**src/rtl/dsp_mac_seq_if.sv**
```systemverilog
// Operand, result, job-control and DSP-side signals of the MAC sequencer.
// The sequencer connects through the slave modport; the modport directions follow the sequencer's port directions.
interface dsp_mac_seq_if #(
    parameter int NBITS_A = 20,
    parameter int NBITS_B = 18,
    parameter int NBITS_Z = 38
);
    logic               start_i;
    logic [5:0]         ntaps_i;
    logic               busy_o;
    logic               op_valid_i;
    logic               op_ready_o;
    logic [NBITS_A-1:0] op_a_i;
    logic [NBITS_B-1:0] op_b_i;
    logic [NBITS_A-1:0] dsp_a_o;
    logic [NBITS_B-1:0] dsp_b_o;
    logic               dsp_load_acc_o;
    logic [2:0]         dsp_feedback_o;
    logic [NBITS_Z-1:0] dsp_z_i;
    logic               res_valid_o;
    logic               res_ready_i;
    logic [NBITS_Z-1:0] res_data_o;
    logic               err_o;

    modport master (
        output start_i, ntaps_i, op_valid_i, op_a_i, op_b_i, dsp_z_i, res_ready_i,
        input  busy_o, op_ready_o, dsp_a_o, dsp_b_o, dsp_load_acc_o, dsp_feedback_o,
               res_valid_o, res_data_o, err_o
    );

    modport slave (
        input  start_i, ntaps_i, op_valid_i, op_a_i, op_b_i, dsp_z_i, res_ready_i,
        output busy_o, op_ready_o, dsp_a_o, dsp_b_o, dsp_load_acc_o, dsp_feedback_o,
               res_valid_o, res_data_o, err_o
    );
endinterface

```
**src/rtl/dsp_mac_seq.sv**
```systemverilog
// Multi-tap MAC sequencer that feeds an external accumulating DSP and captures its result.
// Optional ACCUM starvation watchdog: define DSP_MAC_SEQ_TIMEOUT_EN.
module dsp_mac_seq #(
    parameter int NBITS_A = 20,
    parameter int NBITS_B = 18,
    parameter int NBITS_Z = 38,
    parameter int DSP_LAT = 1
) (
    input  logic          clock_i,
    input  logic          reset_i,
    dsp_mac_seq_if.slave  bus
);
    typedef enum logic [1:0] {IDLE, ACCUM, DRAIN, HOLD} state_t;

    state_t             state, state_nx;
    logic [5:0]         ntaps_q;
    logic [5:0]         tap_cnt;
    logic [2:0]         drain_cnt;
    logic [NBITS_A-1:0] dsp_a_q;
    logic [NBITS_B-1:0] dsp_b_q;
    logic               load_acc_q;
    logic [2:0]         feedback_q;
    logic               res_valid_q;
    logic [NBITS_Z-1:0] res_data_q;
    logic               hs;
    logic               timeout;
    logic               drain_done;

`ifdef DSP_MAC_SEQ_TIMEOUT_EN
    logic [7:0] wd_cnt;

    assign timeout   = (state == ACCUM) && (wd_cnt == '1);
    assign bus.err_o = timeout;

    always_ff @(posedge clock_i or posedge reset_i) begin
        if (reset_i) begin
            wd_cnt <= '0;
        end else if (state == ACCUM && !bus.op_valid_i) begin
            wd_cnt <= wd_cnt + 8'd1;
        end else begin
            wd_cnt <= '0;
        end
    end
`else
    assign timeout   = 1'b0;
    assign bus.err_o = 1'b0;
`endif

    // Acceptance is withheld on the timeout cycle so a late operand cannot race the abort.
    assign bus.op_ready_o = (state == ACCUM) && !timeout;
    assign bus.busy_o     = (state != IDLE);
    assign hs             = bus.op_valid_i && bus.op_ready_o;
    assign drain_done     = (state == DRAIN) && (drain_cnt == 3'(DSP_LAT));

    always_ff @(posedge clock_i or posedge reset_i) begin
        if (reset_i) state <= IDLE;
        else         state <= state_nx;
    end

    always_comb begin
        state_nx = state;
        case (state)
            IDLE:    if (bus.start_i) state_nx = ACCUM;
            ACCUM: begin
                if (timeout)                       state_nx = IDLE;
                else if (hs && tap_cnt == ntaps_q) state_nx = DRAIN;
            end
            DRAIN:   if (drain_done) state_nx = HOLD;
            HOLD:    if (bus.res_ready_i) state_nx = IDLE;
            default: state_nx = IDLE;
        endcase
    end

    always_ff @(posedge clock_i or posedge reset_i) begin
        if (reset_i) begin
            ntaps_q     <= '0;
            tap_cnt     <= '0;
            drain_cnt   <= '0;
            dsp_a_q     <= '0;
            dsp_b_q     <= '0;
            load_acc_q  <= 1'b0;
            feedback_q  <= '0;
            res_valid_q <= 1'b0;
            res_data_q  <= '0;
        end else begin
            load_acc_q <= hs;
            feedback_q <= '0;
            if (state == IDLE && bus.start_i) begin
                ntaps_q <= bus.ntaps_i;
                tap_cnt <= '0;
            end
            // First tap reloads the DSP accumulator, discarding whatever a previous job left.
            if (hs) begin
                dsp_a_q    <= bus.op_a_i;
                dsp_b_q    <= bus.op_b_i;
                feedback_q <= (tap_cnt == '0) ? 3'b001 : 3'b000;
                tap_cnt    <= tap_cnt + 6'd1;
            end
            if (state == DRAIN) drain_cnt <= drain_cnt + 3'd1;
            else                drain_cnt <= '0;
            if (drain_done) begin
                res_data_q  <= bus.dsp_z_i;
                res_valid_q <= 1'b1;
            end else if (state == HOLD && bus.res_ready_i) begin
                res_valid_q <= 1'b0;
            end
        end
    end

    assign bus.dsp_a_o        = dsp_a_q;
    assign bus.dsp_b_o        = dsp_b_q;
    assign bus.dsp_load_acc_o = load_acc_q;
    assign bus.dsp_feedback_o = feedback_q;
    assign bus.res_valid_o    = res_valid_q;
    assign bus.res_data_o     = res_data_q;
endmodule

```
**src/flat_wrapper.sv**
```systemverilog
// flat-port wrapper written by rule: the top's interface ports become plain ports
module dsp_mac_seq_flat 
#(
    parameter int NBITS_A = 20,
    parameter int NBITS_B = 18,
    parameter int NBITS_Z = 38,
    parameter int DSP_LAT = 1
)
  (clock_i, reset_i, bus_start_i, bus_ntaps_i, bus_op_valid_i, bus_op_a_i, bus_op_b_i, bus_dsp_z_i, bus_res_ready_i, bus_busy_o, bus_op_ready_o, bus_dsp_a_o, bus_dsp_b_o, bus_dsp_load_acc_o, bus_dsp_feedback_o, bus_res_valid_o, bus_res_data_o, bus_err_o);
  dsp_mac_seq_if #(.NBITS_A(NBITS_A), .NBITS_B(NBITS_B), .NBITS_Z(NBITS_Z)) bus_i ();
  input  logic clock_i;
  input  logic reset_i;
  input wire logic [$bits(bus_i.start_i)-1:0] bus_start_i;
  input wire logic [$bits(bus_i.ntaps_i)-1:0] bus_ntaps_i;
  input wire logic [$bits(bus_i.op_valid_i)-1:0] bus_op_valid_i;
  input wire logic [$bits(bus_i.op_a_i)-1:0] bus_op_a_i;
  input wire logic [$bits(bus_i.op_b_i)-1:0] bus_op_b_i;
  input wire logic [$bits(bus_i.dsp_z_i)-1:0] bus_dsp_z_i;
  input wire logic [$bits(bus_i.res_ready_i)-1:0] bus_res_ready_i;
  output wire logic [$bits(bus_i.busy_o)-1:0] bus_busy_o;
  output wire logic [$bits(bus_i.op_ready_o)-1:0] bus_op_ready_o;
  output wire logic [$bits(bus_i.dsp_a_o)-1:0] bus_dsp_a_o;
  output wire logic [$bits(bus_i.dsp_b_o)-1:0] bus_dsp_b_o;
  output wire logic [$bits(bus_i.dsp_load_acc_o)-1:0] bus_dsp_load_acc_o;
  output wire logic [$bits(bus_i.dsp_feedback_o)-1:0] bus_dsp_feedback_o;
  output wire logic [$bits(bus_i.res_valid_o)-1:0] bus_res_valid_o;
  output wire logic [$bits(bus_i.res_data_o)-1:0] bus_res_data_o;
  output wire logic [$bits(bus_i.err_o)-1:0] bus_err_o;
  assign bus_i.start_i = bus_start_i;
  assign bus_i.ntaps_i = bus_ntaps_i;
  assign bus_i.op_valid_i = bus_op_valid_i;
  assign bus_i.op_a_i = bus_op_a_i;
  assign bus_i.op_b_i = bus_op_b_i;
  assign bus_i.dsp_z_i = bus_dsp_z_i;
  assign bus_i.res_ready_i = bus_res_ready_i;
  assign bus_busy_o = bus_i.busy_o;
  assign bus_op_ready_o = bus_i.op_ready_o;
  assign bus_dsp_a_o = bus_i.dsp_a_o;
  assign bus_dsp_b_o = bus_i.dsp_b_o;
  assign bus_dsp_load_acc_o = bus_i.dsp_load_acc_o;
  assign bus_dsp_feedback_o = bus_i.dsp_feedback_o;
  assign bus_res_valid_o = bus_i.res_valid_o;
  assign bus_res_data_o = bus_i.res_data_o;
  assign bus_err_o = bus_i.err_o;
  dsp_mac_seq #(.NBITS_A(NBITS_A), .NBITS_B(NBITS_B), .NBITS_Z(NBITS_Z), .DSP_LAT(DSP_LAT)) u_core (.clock_i(clock_i), .reset_i(reset_i), .bus(bus_i));
endmodule
```
**config.mk**
```make
export PLATFORM = sky130hd
export DESIGN_NAME = dsp_mac_seq_flat
export DESIGN_NICKNAME = d
export VERILOG_FILES = /design/src/rtl/dsp_mac_seq_if.sv /design/src/rtl/dsp_mac_seq.sv /design/src/flat_wrapper.sv
export SDC_FILE = /design/constraint.sdc
export NUM_CORES = 1
export LEC_CHECK = 0
export CORE_ASPECT_RATIO = 1.1
export CORE_MARGIN = 2
export CORE_UTILIZATION = 42
export DETAILED_ROUTE_END_ITERATION = 10
export GPL_TIMING_DRIVEN = 0
export HOLD_SLACK_MARGIN = 0.1
export MAX_ROUTING_LAYER = met4
export PLACE_DENSITY = 0.82
export SLEW_MARGIN = 5
export SYNTH_ARGS = -nofsm -noshare
export SYNTH_HDL_FRONTEND = slang
export SYNTH_SLANG_ARGS = --single-unit
```
**constraint.sdc**
```tcl
create_clock -name clock_i -period 4 [get_ports clock_i]
set_clock_uncertainty 0.05 [all_clocks]
set_input_delay 0.8 -clock clock_i [delete_from_list [all_inputs] [get_ports clock_i]]
set_output_delay 0.8 -clock clock_i [all_outputs]
set_load 0.05 [all_outputs]
```
==> results.json, run 1 <==
{
  "status": "finished clean",
  "grt_max_degree": 52,
  "htreeDepth": 3,
  "die_w_um": 95.85,
  "fin_ws_ns": 1.102,
  "worst-path-max-fanout": 6,
  "rr_endpoint": "u_core.bus.dsp_a_o[7]",
  "irDropWorstVdd_v": 0.0005436,
  "drive_gt1_frac": 0.1915,
  "maxCapViolCount": 0,
  "dp_slack_ns": 1.444,
  "finalSetupTns_ns": 0,
  "synth_area_mm2": 0.003897,
  "syn_to_final_growth_pct": 52.84,
  "syn_inst": 265,
  "min_path_type": "flop to flop",
  "grt_overflow": 0,
  "drtPass1Iterations": 4,
  "hpwl_mm": 6.426,
  "tightest_slew_ns": 0.7314,
  "hold_slack_ns": 0.4218,
  "finalHoldViolCount": 0,
  "worstPathRequired_ns": 3.15,
  "grt_pass1_wl_mm": 13.54,
  "finalMaxSlewViolations": 0,
  "critPathSlowestCell": "clkdlybuf4s50_1",
  "setup_viol": 0,
  "cts_setup_buffers": 0,
  "max_freq_mhz": 345.1,
  "p_clk_frac": 0.118,
  "seq_area_frac_synth": 0.6164,
  "worstHoldStart": "u_core.drain_cnt[0]",
  "cts_made_buffers": 9,
  "r2r.worst_path.cells": 6,
  "track_usage": 0.1779,
  "clock-sinks": 96,
  "path_class": "flop to output pin",
  "period_needed_ns": 2.898,
  "pin_count": 171,
  "crit_path_max_incr_delay_ns": 0.84,
  "avgRoutedWirePerCell_um": 15.24,
  "gp_congestion": 0.7893,
  "coreArea_mm2": 0.008964,
  "path_clk_slew_ns": 0.09,
  "p_int_uw": 3068,
  "clock_latency_ns": 0.35,
  "swShare": 0.4623,
  "worstPathArrival_ns": 2.05,
  "slew_headroom": 0.5124,
  "wirelength_mm": 8.578,
  "p_sw_uw": 2638,
  "via_per_inst": 4.833,
  "finalCritPeriodShare": 0.7245,
  "antenna_found_initial": 0,
  "hold_end": "u_core.drain_cnt[0]",
  "p_per_area_mw_per_mm2": 957.7,
  "ys_warn_count": 0,
  "start_util": 0.4348,
  "fp.dieH_um": 105.0,
  "cts-root-buf": "clkbuf_8",
  "nNetsFinal": 542,
  "holdPathStages": 1,
  "power_leakage_uw": 0.002543,
  "drc": 0,
  "cts_buffer_depth": 2,
  "combinationalPowerShare": 0.586,
  "avgSynthCellArea_um2": 14.71,
  "rrSetupSlack_ns": 1.93,
  "mostFrequentLayoutCell": "clkdlybuf4s50_1",
  "ys_ff_latch": 96,
  "layout_common_cells": "167 x clkdlybuf4s50_1, 96 x dfrtp_1, 58 x mux2_2",
  "cp-start-kind": "flop",
  "cts_tree": "yes",
  "postLayoutCoreUtil": 0.6646,
  "antenna-diode-count": 0,
  "netlist.area_leader.share": 0.6164,
  "cp_num_buf_inv": 2,
  "synth_area_leader_cell": "dfrtp_1",
  "nFillCells": 645,
  "num_rows": 36,
  "vias": 2721,
  "cp-end-kind": "output pin",
  "synth_area_leaders": "dfrtp_1 62%, mux2_2 17%, mux2_1 6.9%",
  "cpLargestDelayFamily": "buffers and inverters",
  "portBuffers": 167,
  "r2r_start": "u_core.state[1]",
  "drtIter0Drc": 72,
  "power_frac_seq": 0.297,
  "ant_nets": 0,
  "cts_hold_buf": 0,
  "rsz0062_at_grt": "no",
  "synth_cell_types": 35,
  "grt_pass1_vias": 2922,
  "ctsResizeCount": 0,
  "cp_cell_sequence": "inv_1 -> ha_1 -> clkdlybuf4s50_1",
  "dieArea_mm2": 0.01007
}
worst register-to-register path: stages (launching register included):
cell	delay, ns
dfrtp_1	0.45
inv_1	0.13
ha_1	0.27
nand2_1	0.21
inv_2	0.19
buf_2	0.29
mux2_2	0.37
cell type report:
type	count	area, µm²	share of cell area
buffer	11	62.56	0.01050
clock buffer	10	137.6	0.02310
clock inverter	4	70.07	0.01176
inverter	10	40.04	0.006721
multi-input combinational	150	1403	0.2355
sequential	96	2402	0.4033
tap	114	142.6	0.02394
timing repair buffer	168	1699	0.2852
worst max path at each step:
stage / end / startpoint / cells past startpoint / slack [ns]
floorplan: u_core.bus.dsp_a_o[0] / reset_i / 1 / 0.64
global placement: u_core.bus.res_data_o[5] / reset_i / 2 / -0.72
detailed placement: u_core.state[0] / bus_start_i / 5 / 1.44
CTS: bus_op_ready_o / u_core.state[1] / 3 / 1.09
global route: bus_op_ready_o / u_core.state[1] / 3 / 0.98
finish: bus_op_ready_o / u_core.state[1] / 3 / 1.10
Yosys cell counts:
| master | instances |
|---|---|
| dfrtp_1 | 96 |
| mux2_2 | 58 |
| mux2_1 | 24 |
| ha_1 | 9 |
| inv_1 | 9 |
| nand2_1 | 9 |
| buf_2 | 8 |
| nand3_1 | 6 |
| xnor2_1 | 6 |
| o21ai_0 | 4 |
| buf_4 | 3 |
| nor2_1 | 3 |
| and2_1 | 2 |
| mux2i_1 | 2 |
| nand4_1 | 2 |
| nor2b_1 | 2 |
| o211ai_1 | 2 |
| o21ai_1 | 2 |
| xor2_1 | 2 |
| a21oi_1 | 1 |
| a222oi_1 | 1 |
| a22o_1 | 1 |
| and2b_1 | 1 |
| and3_1 | 1 |
| and4_1 | 1 |
| conb_1 | 1 |
| inv_2 | 1 |
| nand2b_1 | 1 |
| nand3b_1 | 1 |
| nand4b_1 | 1 |
| nor3_1 | 1 |
| o21a_1 | 1 |
| o31ai_1 | 1 |
| o41ai_1 | 1 |
| or4b_1 | 1 |
power groups by stage:
stage / sequential [µW] / clock (µW) / combinational [µW]
final: 1690 / 671 / 3340
after global routing: 1750 / 729 / 3500
after CTS: 1700 / 695 / 3370
after detailed placement: 1710 / 0 / 3360
after global placement: 1690 / 0 / 3300
after floorplan: 3120 / 0 / 809
per-stage QoR:
| step | cell area [µm²] | cells | power, µW |
|---|---|---|---|
| after global placement | 5719 | 548 | 4987 |
| after global routing | 5957 | 563 | 5987 |
| after floorplan | 3905 | 267 | 3928 |
| after CTS | 5957 | 563 | 5768 |
| after detailed placement | 5749 | 549 | 5078 |
| final | 5957 | 563 | 5705 |
logic make-up after synthesis:
logic type / count (synthesis) / synth area share
DFF: 96 / 0.6164
AOI/OAI and AO/OA: 14 / 0.02376
and+or+nand+nor: 32 / 0.04430
adders and majority gates: 9 / 0.02889
muxes: 84 / 0.2421
buffers and inverters: 21 / 0.02568
other: 1 / 0.0009622
xor gates and xnor gates: 8 / 0.01798
metal layers:
metal | GRT usage | part of all wire | vias up
met3 | 0.04110 | 0.085 | 13
met2 | 0.2917 | 0.49 | 118
met4 | 0.07347 | 0.016 | 0
met1 | 0.2083 | 0.41 | 1310
li1 | - | - | 1280
met5 | - | 0 | -
state kept, by name, summed over array words and instances (netlist names):
register,count
u_core.tap_cnt,6
u_core.bus.dsp_b_o,18
u_core.bus.res_data_o,38
u_core.bus.dsp_load_acc_o,1
u_core.bus.dsp_feedback_o,1
u_core.bus.dsp_a_o,20
u_core.drain_cnt,3
u_core.ntaps_q,6
u_core.state,2
u_core.bus.res_valid_o,1
(Power assumes the default switching activity.)
==> run 2: changes to the inputs <==
- CORE_UTILIZATION: 42 -> 38
- PLACE_DENSITY: 0.82 -> 0.78
- clock period: 4 -> 2.42 ns (I/O delays scaled with it)
==> run 2 against run 1 <==
  * Die area up 10%
  * Critical path depth is the same
  * Power increased by 62%
  * Global-route usage shrank 1.8 points
  * Final cell count rose by 1.6%
  * Cell area about the same
  * Sequential share of layout area barely moved
  * Via count increased by 0.92%
  * Largest power group unchanged
  * Combinational power is 65% higher
==> results.json, run 2 (synthesis gave the netlist of run 1 again) <==
{
  "finalHoldViolCount": 0,
  "grt_max_degree": 39,
  "ant_nets": 0,
  "dieArea_mm2": 0.01108,
  "worst-path-max-fanout": 6,
  "die_w_um": 100.6,
  "antenna-diode-count": 0,
  "postLayoutCoreUtil": 0.5997,
  "avgRoutedWirePerCell_um": 15.02,
  "cts_tree": "yes",
  "tightest_slew_ns": 0.8730,
  "portBuffers": 167,
  "cts_buffer_depth": 2,
  "cp_cell_sequence": "inv_1 -> ha_1 -> dlygate4sd2_1",
  "hpwl_mm": 6.677,
  "start_util": 0.3922,
  "mostFrequentLayoutCell": "clkdlybuf4s50_1",
  "drtIter0Drc": 72,
  "num_rows": 38,
  "instances_no_fill": 572,
  "cp-start-kind": "flop",
  "r2r_start": "u_core.state[1]",
  "power_leakage_uw": 0.002542,
  "dp_slack_ns": 0.2087,
  "coreArea_mm2": 0.009937,
  "wirelength_mm": 8.589,
  "layout_common_cells": "165 x clkdlybuf4s50_1, 96 x dfrtp_1, 58 x mux2_2",
  "grt_pass1_vias": 2857,
  "setup_viol": 0,
  "drtPass1Iterations": 4,
  "cts_made_buffers": 9,
  "drc": 0,
  "p_per_area_mw_per_mm2": 1555,
  "cp_num_buf_inv": 2,
  "worstPathArrival_ns": 1.74,
  "crit_path_max_incr_delay_ns": 0.56,
  "status": "finished clean",
  "syn_to_final_growth_pct": 52.91,
  "path_class": "flop to output pin",
  "rrSetupSlack_ns": 0.37,
  "vias": 2746,
  "grt_overflow": 0,
  "holdPathStages": 1,
  "rsz0062_at_grt": "no",
  "max_freq_mhz": 440.4,
  "track_usage": 0.1595,
  "worstPathRequired_ns": 1.89,
  "maxCapViolCount": 0,
  "period_needed_ns": 2.271,
  "finalMaxSlewViolations": 0,
  "min_path_type": "flop to flop",
  "finalCritPeriodShare": 0.9383,
  "worstHoldStart": "u_core.drain_cnt[0]",
  "r2r.worst_path.cells": 6,
  "cts-root-buf": "clkbuf_8",
  "crit_cells": 3,
  "p_total_uw": 9266,
  "nNetsFinal": 543,
  "htreeDepth": 3,
  "largest_register_ffs": 38,
  "cpLargestDelayFamily": "buffers and inverters",
  "via_per_inst": 4.801,
  "cts_hold_buf": 0,
  "fp.dieH_um": 110.2,
  "dp_cells": 556,
  "hold_end": "u_core.drain_cnt[0]",
  "critPathSlowestCell": "dlygate4sd2_1",
  "irDropWorstVdd_v": 0.0008639,
  "cp-end-kind": "output pin",
  "antenna_found_initial": 0,
  "gp_congestion": 0.7782,
  "grt_pass1_wl_mm": 13.30,
  "drive_gt1_frac": 0.1947,
  "fin_ws_ns": 0.1493,
  "clock_latency_ns": 0.35,
  "path_clk_slew_ns": 0.08,
  "rr_endpoint": "u_core.bus.dsp_a_o[17]",
  "clock-sinks": 96,
  "slew_headroom": 0.4167,
  "pin_count": 171
}
run 2: changes by cell type in the layout (fill, tap and decap cells not counted), sizes merged, moves of 2 or more:
cell / before / now
clkbuf: 10 / 13
dlygate4sd2: 0 / 2
clkdlybuf4s50: 167 / 165
bufinv: 2 / 0
run 2: worst reg2reg max path, cell delays in order (launching register included):
cell	delay, ns
dfrtp_1	0.44
inv_1	0.12
ha_1	0.27
nand2_1	0.22
inv_2	0.20
buf_2	0.28
mux2_2	0.37
run 2: metrics by stage:
step | area (µm²) | hold WS [ns] | TNS (ns)
after floorplan | 3909 | 0.3870 | 0
after global placement | 5731 | 0.3996 | -19.01
after detailed placement | 5778 | 0.4151 | 0
after CTS | 5959 | 0.4299 | 0
after global routing | 5959 | 0.4583 | 0
final | 5959 | 0.4288 | 0
run 2: final cells by class:
type | count | area [µm²]
Tap cell | 120 | 150.1
Inverter | 10 | 41.29
Clock buffer | 13 | 168.9
Buffer | 11 | 62.56
Fill cell | 822 | 3978
Clock inverter | 3 | 15.01
Multi-Input combinational cell | 150 | 1403
Timing Repair Buffer | 169 | 1717
Sequential cell | 96 | 2402
run 2: how the worst max path moves through the flow:
stage                               start                  endpoint  slack (ns)
after global routing      u_core.state[1]            bus_op_ready_o        0.04
after CTS                 u_core.state[1]            bus_op_ready_o        0.11
after floorplan           u_core.state[1]    u_core.bus.dsp_a_o[10]        0.26
final                     u_core.state[1]            bus_op_ready_o        0.15
after global placement            reset_i  u_core.bus.res_data_o[0]       -0.20
after detailed placement   bus_op_valid_i    u_core.bus.dsp_a_o[11]        0.21
run 2: timing repair:
item / CTS / global route
setup buffers: 0 / 0
endpoints found under the setup margin: 2 / 0
gates resized for setup: 2 / 0
run 2: per-layer routing:
layer / GRT usage / wire (µm) / up-vias
li1: - / - / 1281
met1: 0.1891 / 3593 / 1335
met2: 0.2584 / 4242 / 117
met3: 0.04918 / 636 / 13
met4: 0.05871 / 116 / 0
met5: - / 0 / -
run 2: power breakdown:
| part | switching (µW) | leakage, µW | internal (µW) |
|---|---|---|---|
| combinational | 3410 | 0.00129 | 2080 |
| sequential | 418 | 0.00115 | 2380 |
| clock | 521 | 0.0000992 | 454 |
==> run 3: changes to the inputs <==
- CAP_MARGIN: unset -> 20
==> results of run 3 <==
Same layout as run 2: the final DEF is identical, and so are final timing and power.
